`config.mk`:
```
export PLATFORM = sky130hd
export DESIGN_NAME = dmem_arbiter
export DESIGN_NICKNAME = d
export VERILOG_FILES = /design/src/rtl/dmem_arbiter.sv
export SDC_FILE = /design/constraint.sdc
export NUM_CORES = 1
export LEC_CHECK = 0
export ABC_AREA = 1
export ABC_CLOCK_PERIOD_IN_PS = 2900
export CORE_ASPECT_RATIO = 0.7
export CORE_MARGIN = 2
export CORE_UTILIZATION = 46
export CTS_BUF_LIST = sky130_fd_sc_hd__clkbuf_4
export DETAILED_ROUTE_END_ITERATION = 8
export PLACE_DENSITY = 0.94
export SLEW_MARGIN = 20
export SYNTH_ARGS = -nofsm -noshare
export SYNTH_HDL_FRONTEND = slang
export SYNTH_SLANG_ARGS = --single-unit
```
`constraint.sdc`:
```
create_clock -name CLK -period 2.9 [get_ports CLK]
set_input_delay 0.58 -clock CLK [delete_from_list [all_inputs] [get_ports CLK]]
set_output_delay 0.58 -clock CLK [all_outputs]
set_load 0.005 [all_outputs]
```
`src/rtl/dmem_arbiter.sv`:
```
// dmem_arbiter: CPU/EXT data-memory arbiter with starvation guard; DMEM_ARB_STALL_CNT_EN adds stall_cnt
module dmem_arbiter #(
  parameter int AW = 32,
  parameter int DW = 32,
  parameter int MEM_LAT = 1,
  parameter int STARVE_MAX = 4
) (
  input  logic          CLK,
  input  logic          RST,
  input  logic          cpu_req,
  input  logic          cpu_we,
  input  logic [AW-1:0] cpu_addr,
  input  logic [DW-1:0] cpu_wdata,
  output logic [DW-1:0] cpu_rdata,
  output logic          cpu_stall,
  input  logic          ext_req,
  input  logic          ext_we,
  input  logic [AW-1:0] ext_addr,
  input  logic [DW-1:0] ext_wdata,
  output logic [DW-1:0] ext_rdata,
  output logic          ext_ack,
  output logic [AW-1:0] mem_A,
  output logic [DW-1:0] mem_WD,
  output logic          mem_WE,
  input  logic [DW-1:0] mem_RD
`ifdef DMEM_ARB_STALL_CNT_EN
  ,
  output logic [15:0]   stall_cnt
`endif
);
  localparam int CW = $clog2(MEM_LAT + 1);
  localparam int SW = $clog2(STARVE_MAX + 1);
  typedef enum logic [1:0] {IDLE, GNT_CPU, GNT_EXT} state_t;
  state_t        state;
  logic [CW-1:0] cnt;
  logic [SW-1:0] starve;
  logic [AW-1:0] a_q;
  logic [DW-1:0] wd_q, cpu_rd_q, ext_rd_q;
  logic          we_q, done, cpu_done, ext_win;
  assign done      = (state != IDLE) && (cnt == CW'(MEM_LAT - 1));
  assign cpu_done  = (state == GNT_CPU) && done;
  assign ext_ack   = (state == GNT_EXT) && done;
  assign ext_win   = ext_req && (!cpu_req || starve == SW'(STARVE_MAX));
  assign mem_A     = a_q;
  assign mem_WD    = wd_q;
  assign mem_WE    = (state != IDLE) && we_q && (cnt == '0);
  assign cpu_stall = cpu_req && !cpu_done;
  assign cpu_rdata = cpu_done ? mem_RD : cpu_rd_q;
  assign ext_rdata = ext_ack ? mem_RD : ext_rd_q;
  always_ff @(posedge CLK) begin
    if (!RST) begin
      state    <= IDLE;
      cnt      <= '0;
      starve   <= '0;
      a_q      <= '0;
      wd_q     <= '0;
      we_q     <= 1'b0;
      cpu_rd_q <= '0;
      ext_rd_q <= '0;
    end else if (state == IDLE) begin
      cnt <= '0;
      if (ext_win) begin
        state  <= GNT_EXT;
        a_q    <= ext_addr;
        wd_q   <= ext_wdata;
        we_q   <= ext_we;
        starve <= '0;
      end else if (cpu_req) begin
        state  <= GNT_CPU;
        a_q    <= cpu_addr;
        wd_q   <= cpu_wdata;
        we_q   <= cpu_we;
        starve <= (ext_req && starve != SW'(STARVE_MAX)) ? starve + 1'b1 : starve;
      end
    end else begin
      cnt <= cnt + 1'b1;
      if (done) begin
        state    <= IDLE;
        cpu_rd_q <= cpu_done ? mem_RD : cpu_rd_q;
        ext_rd_q <= ext_ack ? mem_RD : ext_rd_q;
      end
    end
  end
`ifdef DMEM_ARB_STALL_CNT_EN
  always_ff @(posedge CLK) begin
    if (!RST) stall_cnt <= '0;
    else if (cpu_stall && stall_cnt != 16'hFFFF) stall_cnt <= stall_cnt + 1'b1;
  end
`endif
endmodule

```
==> flow_summary.yaml <==
timing:
  share_of_the_clock_period_used_by_the_worst_path: 0.948
  whs_ns: 0.450
  final-setup-viol-count: 0
  highest_clock_rate_mhz: 364
  worstMarginPinSlew_ns: 0.432
  worst_slew_margin_rel: 0.712
  layout_setup_ws_ns: 0.151
  timing.final.max_slew_violations: 0
  setup_total_negative_slack_ns: 0
  finalCriticalPeriod_ns: 2.75
  clock-skew-final_ns: 0.0273
  timing.final.hold_violations: 0
placement:
  globalplace.congestion: 0.806
  preCtsSetupSlack_ns: 0.465
  input_output_buffers: 296
  detailedPlacementHpwl_um: 14000
  dpl_cell_area_um2: 9490
yosys:
  yosysWarnings: 0
  post-synth-top-area-cell: "dfxtp_1"
  avgSynthCellArea_um2: 6.28
  synth_seq_area_share: 0.423
  synth-seq-cells: 135
  post_synth_main_area_contributors: "dfxtp_1 (42%), inv_1 (14%), nand2_1 (12%), nand3_1 (11%), nor2_1 (6.9%)"
  syn_nets: 1185
  syn_inst: 1017
  syn_area_um2: 6380
  synth_cell_type_count: 15
  post-synth-top-area-fraction: 0.423
flow_run:
  max_cap_violations: 0
setup_path:
  path_class: "flop to primary output"
  reg2regPathDepth: 9
  worstReg2RegStart: "starve[0]"
  critical_path.most_common_cell: "inv_1"
  stages_on_worst_setup_path: 6
  crit_path_end: "cpu_rdata[2]"
  cpPeakStageDelay_ns: 0.52
  cp-start-kind: "flop"
  path_max_fanout: 64
  timing.critical_path.cells: "inv_1 -> nand3_2 -> buf_12 -> o21ai_0 -> inv_1 -> clkdlybuf4s50_1"
  internal_reg_to_reg_setup_slack_ns: 1.27
  timing.critical_path.slowest_stage_cell: "clkdlybuf4s50_1"
  critical-path-top-delay-family: "buffers and inverters"
  critPathArrivalTime_ns: 2.17
  required_worst_endpoint_ns: 2.32
  worst_setup_path_end_kind: "primary output"
  path_buf_inv: 4
  capture_point_of_the_worst_reg_to_reg_path: "mem_WD[10]"
  crit_start: "state[1]"
route:
  remaining_drc_errors: 0
  avgViaCountPerCell: 4.61
  wirelength_um: 19200
  wl_per_cell_um: 13.0
  drt-pass1-iter-count: 4
  detail_route.iter0.violations: 354
  final_antenna_net_count: 0
  detailroute.via_count: 6831
floorplan:
  placeableCoreArea_um2: 13400
  die_area_um2: 14900
  chipWidth_um: 145
  start_util: 0.478
  num_rows: 35
  total_i_o_pin_count: 297
  die_h_um: 103
finish:
  n_antenna_cell: 0
  postLayoutCellArea_um2: 9790
  multiInputGateArea_um2: 2520
  syn_to_final_growth_pct: 53.3
  drive_gt1_frac: 0.0417
  layout_common_cells: "clkdlybuf4s50_1 (295), inv_1 (244), nand2_1 (202)"
  layout.cells.most_common: "clkdlybuf4s50_1"
  fillerInstances: 1028
  area.sequential_um2: 2700
  nets: 1451
worst_hold_path:
  hold_class: "primary input to flop"
clock_tree:
  post_cts_buffers: 0
  clock_tree_from_tritoncts: "yes"
  h-tree-depth: 4
  cts_sinks: 135
  clkLatencyLatePin_ns: 0.51
  cts.reportedPaths.clkPinSlew_ns: 0.11
  clockBufferDepth: 2
  numCtsBuffers: 17
  clock_tree.root_cell: "clkbuf_4"
global_routing:
  antenna_found_initial: 0
  grt_pass1_wl_um: 29500
  vias_in_the_first_global_route: 6335
  global_route.overflow_total: 0
  grt_max_degree: 69
  total_routing_resource_utilization_after_global_routing: 0.252
power:
  cellLeakagePower_nw: 5.10
  max-vdd-ir-drop_v: 0.000321
  power_w: 0.00479
  pwr_density_cell_nw_per_um2: 490
run_status:
  result_of_the_run: "complete, no violations"
-- where the power goes --
group	internal [W]	total (W)	switching, W
combinational	0.000783	0.00144	0.000657
sequential	0.00203	0.00210	0.0000693
clock	0.000541	0.00126	0.000717
-- logic make-up (layout without fill, tap and decap cells) --
logic type | count (synthesis) | after routing | share of synthesized area
buf+inv | 309 | 588 | 0.187
flops | 135 | 135 | 0.423
simple gates | 458 | 458 | 0.296
fa+ha+maj | 2 | 2 | 0.00392
compound gates | 112 | 112 | 0.0884
xor+xnor | 1 | 1 | 0.00137
-- worst register-to-register path, cell delays in order (launching register included) --
cell	delay, ns
dfxtp_1	0.38
inv_1	0.07
ha_1	0.19
nand2_1	0.08
nand2_2	0.07
nand2_2	0.07
buf_4	0.38
nand2_1	0.13
nand3_1	0.10
a21oi_1	0.07
-- metal layers --
layer | vias up | part of all wire | GRT usage
li1 | 3558 | - | -
met1 | 3011 | 0.40 | 0.274
met2 | 235 | 0.49 | 0.460
met3 | 27 | 0.092 | 0.0896
met4 | 0 | 0.019 | 0.0807
met5 | - | 0 | 0
-- metrics by stage --
stage,cells,util
2_1_floorplan,1017,-
3_3_place_gp,1449,0.710
3_5_place_dp,1449,0.710
4_1_cts,1481,0.732
5_1_grt,1481,0.733
6_report,1481,0.733
-- synthesized netlist by cell type --
library cell	n
buf_2	27
a21oi_2	1
xor2_1	1
nand3_1	136
o21ai_0	65
ha_1	2
o21ai_1	1
inv_2	2
dfxtp_1	135
a21oi_1	45
inv_1	244
nand2_1	204
buf_1	7
clkbuf_1	29
nor2_1	118
-- layout make-up --
class,instances,area share
Clock buffer,19,0.0146
Clock inverter,13,0.0152
Inverter,246,0.0946
Multi-Input combinational cell,573,0.258
Sequential cell,135,0.276
Tap cell,185,0.0237
Timing Repair Buffer,310,0.318
-- sequential cells by signal (all words and copies together) (netlist names) --
register  cells
mem_A        32
ext_rd_q     32
state         2
cpu_rd_q     32
mem_WD       32
cnt           1
starve        3
we_q          1
-- worst min path at each step --
stage	slack, ns	startpoint	endpoint	cells past startpoint
finish	0.45	ext_req	state[1]	3
global route	0.41	ext_req	state[1]	3
CTS	0.39	ext_req	state[1]	3
global placement	0.45	mem_WD[2]	mem_WD[2]	2
detailed placement	0.46	mem_WD[2]	mem_WD[2]	2
floorplan	0.45	state[0]	state[0]	2
-- what timing repair did --
item                                    CTS  global route
endpoints found under the setup margin    0            27
gates resized for setup                   0             5
hold buffers                              0             0
No activity file was read; power rests on OpenSTA's default activity.
